`src/rtl/vrf_wb_arbiter_pkg.sv`:
```
// Shared vector-lite types and writeback arbiter sizing.
package rvvLitePkg;

    localparam int unsigned SLOT_COUNT        = 3;
    localparam int unsigned LD_SLOT_COUNT     = 2;
    localparam int unsigned WB_ARB_NUM_SRC    = SLOT_COUNT + LD_SLOT_COUNT;
    localparam int unsigned WB_ARB_FIFO_DEPTH = 4;

    localparam int unsigned VRF_ADDR_W = 8;
    localparam int unsigned VRF_DATA_W = 64;
    localparam int unsigned VRF_BE_W   = 8;

    // One writeback beat; valid sits in the LSB so it can be stripped cheaply.
    typedef struct packed {
        logic [VRF_ADDR_W-1:0] addr;
        logic [VRF_DATA_W-1:0] data;
        logic [VRF_BE_W-1:0]   be;
        logic                  start_flag;
        logic                  end_flag;
        logic                  valid;
    } dstream_t;

    localparam int unsigned DSTREAM_W         = $bits(dstream_t);
    localparam int unsigned DSTREAM_PAYLOAD_W = DSTREAM_W - 1;

    typedef enum logic {
        ARB_OPEN   = 1'b0,
        ARB_LOCKED = 1'b1
    } arb_state_e;

    // Beat contents without the valid bit.
    function automatic logic [DSTREAM_PAYLOAD_W-1:0] payload_of(input dstream_t b);
        return b[DSTREAM_W-1:1];
    endfunction

    // Rebuild a beat from stored payload plus a valid bit.
    function automatic dstream_t beat_of(input logic [DSTREAM_PAYLOAD_W-1:0] p, input logic v);
        return dstream_t'({p, v});
    endfunction

endpackage

```
`src/rtl/vrf_wb_arbiter_if.sv`:
```
// Source-side and VRF-side handshake bundle of the writeback arbiter.
interface vrf_wb_arbiter_if #(
    parameter int unsigned NUM_SRC = rvvLitePkg::WB_ARB_NUM_SRC
);
    import rvvLitePkg::*;

    localparam int unsigned SRC_W = (NUM_SRC > 1) ? $clog2(NUM_SRC) : 1;

    dstream_t [NUM_SRC-1:0] in_stream;
    logic     [NUM_SRC-1:0] in_ready;
    dstream_t               out_stream;
    logic     [SRC_W-1:0]   out_src;
    logic                   out_ready;
    logic                   busy;

    // Environment side: drives sources and the VRF accept.
    modport master (
        output in_stream,
        input  in_ready,
        input  out_stream,
        input  out_src,
        output out_ready,
        input  busy
    );

    // Arbiter side.
    modport slave (
        input  in_stream,
        output in_ready,
        output out_stream,
        output out_src,
        input  out_ready,
        output busy
    );

endinterface

```
`src/rtl/vrf_wb_arbiter_src_fifo.sv`:
```
// Per-source beat FIFO: count-based full/empty, wrap-around pointers, valid not stored.
module wb_src_fifo
    import rvvLitePkg::*;
#(
    parameter int unsigned DEPTH = WB_ARB_FIFO_DEPTH
) (
    input  logic     clk,
    input  logic     rst_n,
    input  logic     push_i,
    input  dstream_t din_i,
    input  logic     pop_i,
    output dstream_t head_c_o,
    output logic     full_c_o,
    output logic     empty_c_o
);

    localparam int unsigned PTR_W = (DEPTH > 1) ? $clog2(DEPTH) : 1;
    localparam int unsigned CNT_W = PTR_W + 1;

    logic [DSTREAM_PAYLOAD_W-1:0] mem_q [DEPTH];
    logic [PTR_W-1:0] wr_ptr_q, wr_ptr_d;
    logic [PTR_W-1:0] rd_ptr_q, rd_ptr_d;
    logic [CNT_W-1:0] cnt_q, cnt_d;
    logic             do_push, do_pop;

    assign full_c_o  = (cnt_q == CNT_W'(DEPTH));
    assign empty_c_o = (cnt_q == '0);
    assign do_push   = push_i && din_i.valid && !full_c_o;
    assign do_pop    = pop_i && !empty_c_o;
    assign head_c_o  = beat_of(mem_q[rd_ptr_q], !empty_c_o);

    // Pointer and occupancy next-state; pointers wrap naturally (power-of-two depth).
    always_comb begin
        wr_ptr_d = wr_ptr_q;
        rd_ptr_d = rd_ptr_q;
        cnt_d    = cnt_q;
        if (do_push) wr_ptr_d = wr_ptr_q + PTR_W'(1);
        if (do_pop)  rd_ptr_d = rd_ptr_q + PTR_W'(1);
        case ({do_push, do_pop})
            2'b10:   cnt_d = cnt_q + CNT_W'(1);
            2'b01:   cnt_d = cnt_q - CNT_W'(1);
            default: cnt_d = cnt_q;
        endcase
    end

    // Control state; reset empties the FIFO immediately.
    always_ff @(posedge clk or negedge rst_n) begin
        if (!rst_n) begin
            wr_ptr_q <= '0;
            rd_ptr_q <= '0;
            cnt_q    <= '0;
        end else begin
            wr_ptr_q <= wr_ptr_d;
            rd_ptr_q <= rd_ptr_d;
            cnt_q    <= cnt_d;
        end
    end

    // Storage array, written on accepted push only.
    always_ff @(posedge clk) begin
        if (do_push) mem_q[wr_ptr_q] <= payload_of(din_i);
    end

endmodule

```
`src/rtl/vrf_wb_arbiter.sv`:
```
// Round-robin, packet-locking writeback arbiter feeding one VRF write port.
// Optional build macro VRF_WB_ARB_BYPASS_EN: a winning beat whose FIFO is empty
// skips the FIFO and loads the output register directly (latency 1 instead of 2).
module vrf_wb_arbiter
    import rvvLitePkg::*;
#(
    parameter int unsigned NUM_SRC    = WB_ARB_NUM_SRC,
    parameter int unsigned FIFO_DEPTH = WB_ARB_FIFO_DEPTH
) (
    input  logic             clk,
    input  logic             rst_n,
    vrf_wb_arbiter_if.slave  bus
);

    localparam int unsigned     SRC_W    = (NUM_SRC > 1) ? $clog2(NUM_SRC) : 1;
    localparam logic [SRC_W-1:0] LAST_SRC = SRC_W'(NUM_SRC - 1);

    dstream_t [NUM_SRC-1:0] head_c;
    logic [NUM_SRC-1:0]     full_c, empty_c, push_c, pop_c, byp_c, cand_c;

    arb_state_e       state_q, state_d;
    logic [SRC_W-1:0] lock_src_q, lock_src_d;
    logic [SRC_W-1:0] rr_q, rr_d;
    logic [SRC_W-1:0] out_src_q, out_src_d;
    dstream_t         out_q, out_d;

    logic             load_c, gnt_vld_c, byp_sel_c;
    logic [SRC_W-1:0] gnt_src_c;
    dstream_t         gnt_beat_c;

    // One FIFO per writeback source.
    for (genvar i = 0; i < NUM_SRC; i++) begin : g_src
        wb_src_fifo #(.DEPTH(FIFO_DEPTH)) u_fifo (
            .clk       (clk),
            .rst_n     (rst_n),
            .push_i    (push_c[i]),
            .din_i     (bus.in_stream[i]),
            .pop_i     (pop_c[i]),
            .head_c_o  (head_c[i]),
            .full_c_o  (full_c[i]),
            .empty_c_o (empty_c[i])
        );
    end

    // A source is a candidate when it has a beat to offer this cycle.
    always_comb begin
        cand_c = '0;
        for (int unsigned i = 0; i < NUM_SRC; i++) begin
            cand_c[i] = !empty_c[i];
`ifdef VRF_WB_ARB_BYPASS_EN
            if (empty_c[i] && bus.in_stream[i].valid) cand_c[i] = 1'b1;
`endif
        end
    end

    // Winner: locked source only, else first candidate at or after rr_q.
    always_comb begin
        int unsigned idx;
        idx       = 0;
        gnt_vld_c = 1'b0;
        gnt_src_c = '0;
        if (state_q == ARB_LOCKED) begin
            gnt_vld_c = cand_c[lock_src_q];
            gnt_src_c = lock_src_q;
        end else begin
            for (int unsigned k = 0; k < NUM_SRC; k++) begin
                idx = 32'(rr_q) + k;
                if (idx >= NUM_SRC) idx = idx - NUM_SRC;
                if (!gnt_vld_c && cand_c[SRC_W'(idx)]) begin
                    gnt_vld_c = 1'b1;
                    gnt_src_c = SRC_W'(idx);
                end
            end
        end
    end

    // Winning beat comes from the FIFO head, or straight from the input when bypassing.
    always_comb begin
        gnt_beat_c = head_c[gnt_src_c];
        byp_sel_c  = 1'b0;
`ifdef VRF_WB_ARB_BYPASS_EN
        if (empty_c[gnt_src_c]) begin
            gnt_beat_c = bus.in_stream[gnt_src_c];
            byp_sel_c  = 1'b1;
        end
`endif
        gnt_beat_c.valid = 1'b1;
    end

    // Lock FSM next-state plus output-register load, pop and bypass selection.
    always_comb begin
        state_d    = state_q;
        lock_src_d = lock_src_q;
        rr_d       = rr_q;
        out_d      = out_q;
        out_src_d  = out_src_q;
        pop_c      = '0;
        byp_c      = '0;
        load_c     = !out_q.valid || bus.out_ready;
        if (load_c) begin
            if (gnt_vld_c) begin
                out_d     = gnt_beat_c;
                out_src_d = gnt_src_c;
                if (byp_sel_c) byp_c[gnt_src_c] = 1'b1;
                else           pop_c[gnt_src_c] = 1'b1;
                if (gnt_beat_c.end_flag) begin
                    state_d = ARB_OPEN;
                    rr_d    = (gnt_src_c == LAST_SRC) ? '0 : gnt_src_c + SRC_W'(1);
                end else begin
                    state_d    = ARB_LOCKED;
                    lock_src_d = gnt_src_c;
                end
            end else begin
                out_d.valid = 1'b0;
            end
        end
    end

    // FIFO push: accepted beats not taken by the bypass path.
    always_comb begin
        push_c = '0;
        for (int unsigned i = 0; i < NUM_SRC; i++) begin
            push_c[i] = bus.in_stream[i].valid && !full_c[i] && !byp_c[i];
        end
    end

    // Arbiter state and output register.
    always_ff @(posedge clk or negedge rst_n) begin
        if (!rst_n) begin
            state_q    <= ARB_OPEN;
            lock_src_q <= '0;
            rr_q       <= '0;
            out_q      <= '0;
            out_src_q  <= '0;
        end else begin
            state_q    <= state_d;
            lock_src_q <= lock_src_d;
            rr_q       <= rr_d;
            out_q      <= out_d;
            out_src_q  <= out_src_d;
        end
    end

    assign bus.in_ready   = ~full_c;
    assign bus.out_stream = out_q;
    assign bus.out_src    = out_src_q;
    assign bus.busy       = ~(&empty_c) | out_q.valid;

endmodule

```
`src/flat_wrapper.sv`:
```
// flat-port wrapper written by rule: the top's interface ports become plain ports
module vrf_wb_arbiter_flat import rvvLitePkg::*;
#(
    parameter int unsigned NUM_SRC    = WB_ARB_NUM_SRC,
    parameter int unsigned FIFO_DEPTH = WB_ARB_FIFO_DEPTH
)
  (clk, rst_n, bus_in_stream, bus_in_ready, bus_out_stream, bus_out_src, bus_out_ready, bus_busy);
  vrf_wb_arbiter_if #(.NUM_SRC(NUM_SRC)) bus_i ();
  input  logic clk;
  input  logic rst_n;
  input wire logic [$bits(bus_i.in_stream)-1:0] bus_in_stream;
  output wire logic [$bits(bus_i.in_ready)-1:0] bus_in_ready;
  output wire logic [$bits(bus_i.out_stream)-1:0] bus_out_stream;
  output wire logic [$bits(bus_i.out_src)-1:0] bus_out_src;
  input wire logic [$bits(bus_i.out_ready)-1:0] bus_out_ready;
  output wire logic [$bits(bus_i.busy)-1:0] bus_busy;
  assign bus_i.in_stream = bus_in_stream;
  assign bus_in_ready = bus_i.in_ready;
  assign bus_out_stream = bus_i.out_stream;
  assign bus_out_src = bus_i.out_src;
  assign bus_i.out_ready = bus_out_ready;
  assign bus_busy = bus_i.busy;
  vrf_wb_arbiter #(.NUM_SRC(NUM_SRC), .FIFO_DEPTH(FIFO_DEPTH)) u_core (.clk(clk), .rst_n(rst_n), .bus(bus_i));
endmodule
```
`config.mk`:
```
export PLATFORM = sky130hd
export DESIGN_NAME = vrf_wb_arbiter_flat
export DESIGN_NICKNAME = d
export VERILOG_FILES = /design/src/rtl/vrf_wb_arbiter_pkg.sv /design/src/rtl/vrf_wb_arbiter_if.sv /design/src/rtl/vrf_wb_arbiter_src_fifo.sv /design/src/rtl/vrf_wb_arbiter.sv /design/src/flat_wrapper.sv
export SDC_FILE = /design/constraint.sdc
export NUM_CORES = 1
export LEC_CHECK = 0
export ABC_CLOCK_PERIOD_IN_PS = 11000
export CAP_MARGIN = 10
export CORE_MARGIN = 2
export CORE_UTILIZATION = 57
export CTS_CLUSTER_SIZE = 12
export DETAILED_ROUTE_END_ITERATION = 7
export PLACE_DENSITY = 0.89
export SLEW_MARGIN = 10
export SYNTH_ARGS = -nofsm -noshare
export SYNTH_HDL_FRONTEND = slang
export SYNTH_SLANG_ARGS = --single-unit
```
`constraint.sdc`:
```
create_clock -name clk -period 11 [get_ports clk]
set_input_delay 2.2 -clock clk [delete_from_list [all_inputs] [get_ports clk]]
set_output_delay 2.2 -clock clk [all_outputs]
set_load 0.05 [all_outputs]
```
==> key figures, run 1 <==
Final layout
  – Final #Nets: 4481
  – Final Non-Filler Cells: 5794
  – Synthesis-to-finish area growth: 17.8%
  – Layout cells sized above 1: 19.5%

Job
  – Max_cap viols: 0

Clocking
  – CTS Root Cell: clkbuf_16
  – CTS resizes: 0
  – TritonCTS clock tree: built
  – Clock latency on the worst-skew pair: 0.79 ns
  – H-Tree Depth: 4
  – Clock buffer depth: 3
  – Clock transition at path regs: 0.06 ns
  – Cts-stage hold buffer count: 0
  – Setup Buffers After CTS: 0
  – Clk sinks: 1768
  – Num CTS Buffers: 175

STA
  – Final min period: 6.63 ns
  – Slew @ Worst Pin: 1.20 ns
  – Fin. max-slew vios: 0
  – Setup Viol. Count Final: 0
  – RSZ-0062 raised after global routing: no
  – Fin crit share: 60.3%
  – Slew HR: 19.1%
  – Final setup skew: 0.0319 ns
  – Fmax: 0.151 GHz
  – Setup TNS: 0 ns
  – Hold Violations, Final: 0

Worst setup path
  – Crit. End Element: register
  – Worst r2r dst: u_core.bus.out_stream[60]$_DFFE_PN0P_
  – CP Cell Sequence: buf_4 > inv_1 > ha_1 > mux4_2 > a32oi_2 > and2_1 > o211a_4 > nand3_1 > a21oi_1 > or2_4 > buf_4 > a21oi_1 > a211oi_1 > o21ai_0
  – WP buf/inv: 3
  – Worst reg-to-reg path cell count: 14
  – CP Data Arrival Time: 7.23 ns
  – Startpoint types: register
  – Worst reg-to-reg setup slack: 4.37 ns
  – Reg2Reg Launch Point: u_core.rr_q[0]$_DFFE_PN0P_
  – Max stage delay on crit path: 1.05 ns
  – CP max-delay cell: ha_1
  – Critical Path RT: 11.60 ns
  – CP Class: register to register
  – CP delay by family, top: compound AO/OA/AOI/OAI gates
  – Crit Path Max Fanout: 51

Die
  – Die Area: 124000 sq um
  – Io pins: 510
  – Initial core utilization: 57.5%
  – Core Area: 120000 sq um
  – Die Width: 352 um
  – Die height: 352 um
  – # rows: 127

Power and ir drop
  – Pwr dens: 311 nW/um^2
  – Internal: 15600 uW
  – Clock Power Share: 22.3%
  – Overall power: 25300 uW
  – P_sw: 9720 uW
  – Combinational power share: 38.9%
  – LEAKAGE: 0.0265 uW
  – Sw frac: 38.5%
  – Max IR drop VDD: 0.367 mV
  – Reg power frac: 38.8%

Placed design
  – IO buf count: 509
  – Dpl hpwl: 118 mm
  – Routability congestion estimate: 0.888
  – Post-Place Cells: 5458

GRT
  – Largest net degree at the start of global routing: 128
  – First-pass GRT wire length: 264 mm
  – Vias in the first global route: 37.9k
  – Initial antenna violation count: 82
  – Total gr overflow: 0
  – GRT Util Overall: 30.4%

Synthesis
  – Yosys top cell area share: 71.4%
  – Seq/Total Area, Yosys: 76.1%
  – Yosys warning count: 0
  – Ys flop type: edfxtp_1
  – Commonest cells in the netlist: 1640 x edfxtp_1, 438 x nand2_1, 412 x mux4_2, 133 x clkbuf_1, 128 x dfrtp_1
  – Mapped Area: 68900 sq um
  – Async set-or-reset flop fraction in the synthesized netlist: 7.24%
  – Avg Synthesized Cell Area: 19.8 sq um
  – Gate Count Post-Synth: 3490
  – Syn Nets: 3948
  – Yosys cell types: 72
  – Area contributors post-synth: edfxtp_1 71%, mux4_2 13%, dfrtp_1 4.6%
  – Synth area leader: edfxtp_1
  – Synthesized flop and latch total: 1768
  – Post-synth EDFFs: 1640
  – Most frequent cell after synthesis: edfxtp_1

Routing
  – Wire per inst: 32.3 um
  – DR pass1 iterations: 6
  – Post-Route WL: 187 mm
  – ANT nets after route: 0
  – Residual DRC: 0
  – Drt initial violations: 4769
  – Vias: 37.4k
  – Vias per std cell: 6.46

Worst hold path
  – Hold Crit Class: register to register
  – Hold Startpoint: u_core.bus.out_stream[63]$_DFFE_PN0P_
  – Min-Delay Endpoint: u_core.bus.out_stream[63]$_DFFE_PN0P_
  – Hold depth: 2

Outcome
  – Status: completed
[metrics by stage]
step                util, %  hold slack (ns)  instance area [sq um]  worst slack [ns]
finish                 67.7            0.478                  81200              4.37
global route           67.6            0.512                  81100              4.07
CTS                    67.6            0.484                  81100              4.37
detailed placement     63.1            0.471                  75800              4.50
global placement       63.1            0.462                  75800              4.53
floorplan                 -            0.477                  68900              6.18
[layout by cell type, fill, tap and decap left out, types with 19 or more instances in the layout]
cell type and instances:
a21oi_1 93, o21ai_0 62, ha_1 34, inv_1 41
buf_4 47, edfxtp_1 1640, and3_4 20, mux4_2 412
dfrtp_1 118, clkbuf_1 74, xnor2_1 19, a211oi_1 87
clkdlybuf4s50_1 508, diode_2 39, clkbuf_16 177, o21ai_1 38
nor2_1 24, nand2_1 438, a31o_2 83
[registers in the layout (all words and copies together) (netlist names)]
register,flops
u_core.rr_q,3
u_core.g_src.u_fifo.cnt_q,15
u_core.lock_src_q,3
u_core.g_src.u_fifo.rd_ptr_q,10
u_core.g_src.u_fifo.mem_q,1640
u_core.bus.out_src,3
u_core.g_src.u_fifo.wr_ptr_q,10
u_core.bus.out_stream,83
u_core.state_q,1
[worst register-to-register path: stages, from the launching register on]
cell,delay [ns]
dfrtp_1,0.32
buf_4,0.33
inv_1,0.38
ha_1,1.05
mux4_2,0.62
a32oi_2,0.31
and2_1,0.25
o211a_4,0.21
nand3_1,0.08
a21oi_1,0.26
or2_4,0.57
buf_4,0.75
a21oi_1,0.24
a211oi_1,0.77
o21ai_0,0.30
[layout make-up]
type                    count  area, sq um
well taps                1612         2020
inverters                  42          163
repair buffers            557         5470
clock inverters            35          463
multi-input cells        1479        15600
flip-flops and latches   1768        52500
diodes                     39         97.6
clock buffers             262         4860
fillers                  7237        38800
[layer usage]
metal  vias to the layer above  track usage, %  part of all wire [%]  wire (um)
met4                        84            14.2                   4.8       8910
met5                         -               0                  0.29        545
met2                      2284            50.1                    50      94400
met3                       501            9.15                    11      20600
met1                     19283            37.1                    33      62700
li1                      15261               -                     -          -
[kinds of logic (layout without fill, tap and decap cells)]
kind of cell    count (synthesis)  after routing  share of synthesized area [%]
xor+xnor                       34             34                          0.432
compound gates                425            425                           4.22
other cells                     0             39                              0
mux                           424            424                           13.6
buf+inv                       243            896                           1.44
fa+ha+maj                      40             40                          0.791
flops                        1768           1768                           76.1
simple gates                  556            556                           3.38
[worst max path at each step]
| stage | startpoint | to | slack, ns | cells after the start |
|---|---|---|---|---|
| floorplan | u_core.rr_q[1]$_DFFE_PN0P_ | u_core.g_src[4].u_fifo.cnt_q[2]$_DFFE_PN0P_ | 6.18 | 20 |
| detailed placement | u_core.rr_q[0]$_DFFE_PN0P_ | u_core.bus.out_stream[60]$_DFFE_PN0P_ | 4.50 | 14 |
| global placement | u_core.rr_q[0]$_DFFE_PN0P_ | u_core.g_src[4].u_fifo.cnt_q[2]$_DFFE_PN0P_ | 4.53 | 17 |
| CTS | u_core.rr_q[0]$_DFFE_PN0P_ | u_core.bus.out_stream[60]$_DFFE_PN0P_ | 4.37 | 14 |
| global route | u_core.rr_q[0]$_DFFE_PN0P_ | u_core.bus.out_stream[60]$_DFFE_PN0P_ | 4.07 | 15 |
| finish | u_core.rr_q[0]$_DFFE_PN0P_ | u_core.bus.out_stream[60]$_DFFE_PN0P_ | 4.37 | 14 |
[power by group through the flow]
stage | combinational (uW) | clock [uW] | sequential, uW
floorplan | 5850 | 0 | 10000
global placement | 9610 | 0 | 9770
detailed placement | 9790 | 0 | 9890
CTS | 9900 | 5670 | 9800
global route | 10300 | 5920 | 9910
finish | 9850 | 5630 | 9810
Note: power is estimated with default switching activity, not from simulation.
==> inputs of run 2 (changes only) <==
--- a/config.mk
+++ b/config.mk
@@ -5,13 +5,13 @@
 export SDC_FILE = /design/constraint.sdc
 export NUM_CORES = 1
 export LEC_CHECK = 0
-export ABC_CLOCK_PERIOD_IN_PS = 11000
+export ABC_CLOCK_PERIOD_IN_PS = 5950
 export CAP_MARGIN = 10
 export CORE_MARGIN = 2
-export CORE_UTILIZATION = 57
+export CORE_UTILIZATION = 53
 export CTS_CLUSTER_SIZE = 12
 export DETAILED_ROUTE_END_ITERATION = 7
-export PLACE_DENSITY = 0.89
+export PLACE_DENSITY = 0.87
 export SLEW_MARGIN = 10
 export SYNTH_ARGS = -nofsm -noshare
 export SYNTH_HDL_FRONTEND = slang
==> constraint.sdc (replaced) <==
create_clock -name clk -period 5.95 [get_ports clk]
set_input_delay 1.19 -clock clk [delete_from_list [all_inputs] [get_ports clk]]
set_output_delay 1.19 -clock clk [all_outputs]
set_load 0.05 [all_outputs]
==> key figures, run 2 (same netlist as run 1, synthesis figures left out) <==
Final layout
  – Layout cells sized above 1: 20.2% (was 19.5%)
  – Most common cell after layout, fill and taps aside: edfxtp_1 (unchanged)
  – Final #Nets: 4516 (was 4481)
  – Final core occ: 63.2% (was 67.7%)
  – Multi-input gate area in the final layout: 15600 sq um (about the same)
  – Number of flip-flops in the largest register: 1640 (unchanged)
  – Biggest register: u_core.g_src.u_fifo.mem_q (unchanged)
  – Most frequent cells in the layout: 1640 x edfxtp_1, 508 x clkdlybuf4s50_1, 438 x nand2_1, 412 x mux4_2, 180 x clkbuf_16 (was 1640 x edfxtp_1, 508 x clkdlybuf4s50_1, 438 x nand2_1, 412 x mux4_2, 177 x clkbuf_16)
  – Synthesis-to-finish area growth: 18.6% (was 17.8%)
  – Reg area: 52500 sq um (unchanged)
  – Layout fillers: 8470 (was 7237)

STA
  – RSZ-0062 raised after global routing: no (unchanged)
  – Fin. max-slew vios: 0 (unchanged)
  – Hold Violations, Final: 0 (unchanged)
  – Hold_ws: 0.315 ns (was 0.478 ns)
  – Setup TNS: 0 ns (unchanged)
  – Final min period: 5.62 ns (was 6.63 ns)
  – Slew @ Worst Pin: 1.24 ns (was 1.20 ns)
  – Setup Viol. Count Final: 0 (unchanged)
  – Fin crit share: 94.5% (was 60.3%)
  – Slew HR: 17.0% (was 19.1%)
  – Final setup skew: 0.0604 ns (was 0.0319 ns)
  – Fmax: 0.178 GHz (was 0.151 GHz)

Routing
  – Residual DRC: 0 (unchanged)
  – Drt initial violations: 5087 (was 4769)
  – DR pass1 iterations: 8 (was 6)
  – Vias per std cell: 6.35 (was 6.46)
  – ANT nets after route: 0 (unchanged)
  – Post-Route WL: 194 mm (was 187 mm)
  – Wire per inst: 32.6 um (was 32.3 um)
  – Vias: 37.8k (was 37.4k)

Clocking
  – Clock buffer depth: 3 (unchanged)
  – Clk sinks: 1768 (unchanged)
  – Num CTS Buffers: 178 (was 175)
  – Cts-stage hold buffer count: 0 (unchanged)
  – Setup Buffers After CTS: 0 (unchanged)
  – TritonCTS clock tree: built (unchanged)
  – CTS resizes: 0 (unchanged)
  – H-Tree Depth: 4 (unchanged)
  – Clock latency on the worst-skew pair: 0.84 ns (was 0.79 ns)
  – CTS Root Cell: clkbuf_16 (unchanged)
  – Clock transition at path regs: 0.06 ns (about the same)

Job
  – Max_cap viols: 0 (unchanged)

Worst setup path
  – CP max-delay cell: a211oi_1 (was ha_1)
  – CP Data Arrival Time: 6.26 ns (was 7.23 ns)
  – Startpoint types: register (unchanged)
  – CP Cell Sequence: inv_1 > buf_4 > ha_1 > buf_4 > mux4_2 > a32oi_2 > and2_1 > o211a_4 > nand3_1 > a21oi_1 > or2_4 > buf_4 > a21oi_1 > a211oi_1 > o21ai_0 (was buf_4 > inv_1 > ha_1 > mux4_2 > a32oi_2 > and2_1 > o211a_4 > nand3_1 > a21oi_1 > or2_4 > buf_4 > a21oi_1 > a211oi_1 > o21ai_0)
  – CP delay by family, top: compound AO/OA/AOI/OAI gates (unchanged)
  – Most used cell, CP: buf_4
  – Crit. End Element: register (unchanged)
  – CP Class: register to register (unchanged)
  – Crit Path Max Fanout: 34 (was 51)
  – WP buf/inv: 4 (was 3)
  – Critical Path RT: 6.59 ns (was 11.60 ns)
  – Max stage delay on crit path: 0.89 ns (was 1.05 ns)

Power and ir drop
  – Pwr dens: 582 nW/um^2 (was 311 nW/um^2)
  – Overall power: 47500 uW (was 25300 uW)
  – Max IR drop VDD: 0.842 mV (was 0.367 mV)
  – LEAKAGE: 0.0267 uW (was 0.0265 uW)

GRT
  – First-pass GRT wire length: 274 mm (was 264 mm)
  – Initial antenna violation count: 61 (was 82)
  – Vias in the first global route: 38.4k (was 37.9k)
  – Largest net degree at the start of global routing: 121 (was 128)
  – Total gr overflow: 0 (unchanged)
  – GRT Util Overall: 29.4% (was 30.4%)

Placed design
  – Dpl hpwl: 125 mm (was 118 mm)
  – IO buf count: 509 (unchanged)
  – Routability congestion estimate: 0.903 (was 0.888)

Die
  – Io pins: 510 (unchanged)
  – Core Area: 129000 sq um (was 120000 sq um)
  – Die Area: 133000 sq um (was 124000 sq um)
  – Die Width: 365 um (was 352 um)
  – # rows: 132 (was 127)
  – Initial core utilization: 53.3% (was 57.5%)
  – Die height: 365 um (was 352 um)

Outcome
  – Status: completed (unchanged)

Worst hold path
  – Hold Crit Class: input port to asynchronous set/reset pin (was register to register)
==> run 2: final cells by class <==
class                      instances  area share, %
sequential                      1768           64.2
clock buffer                     255           5.94
tap                             1742           2.67
multi-input combinational       1479           19.1
antenna                           28         0.0857
inverter                          42          0.199
clock inverter                    50          0.670
timing repair buffer             589           7.12
==> run 2: power by group <==
group | internal, uW | switching [uW]
combinational | 6570 | 12200
clock | 5890 | 4660
sequential | 16600 | 1610
total | 29100 | 18500
==> run 2: final timing paths <==
path,slack [ns],cells after the start,startpoint,end
max,0.33,15,u_core.rr_q[0]$_DFFE_PN0P_,u_core.bus.out_stream[25]$_DFFE_PN0P_
min,0.31,1,rst_n,u_core.g_src[4].u_fifo.wr_ptr_q[0]$_DFFE_PN0P_
max reg2reg,0.33,15,u_core.rr_q[0]$_DFFE_PN0P_,u_core.bus.out_stream[25]$_DFFE_PN0P_
min reg2reg,0.49,2,u_core.bus.out_stream[22]$_DFFE_PN0P_,u_core.bus.out_stream[22]$_DFFE_PN0P_
max in group asynchronous,4.33,2,rst_n,u_core.g_src[3].u_fifo.rd_ptr_q[0]$_DFFE_PN0P_
min in group clk,0.49,2,u_core.bus.out_stream[22]$_DFFE_PN0P_,u_core.bus.out_stream[22]$_DFFE_PN0P_
==> run 2: per-stage QoR <==
step	setup WS, ns	area, sq um	std cells
after floorplan	1.13	68900	3490
after global placement	0.373	76300	5620
after detailed placement	0.411	76300	5620
after CTS	0.393	81700	5925
after global routing	0.0862	81700	5942
final	0.327	81800	5953
==> run 2: layer usage <==
layer  track usage [%]  part of all wire, %
met5                 0                 0.21
met4              12.8                  4.8
met3              8.81                   11
met2              48.0                   50
met1              36.7                   34
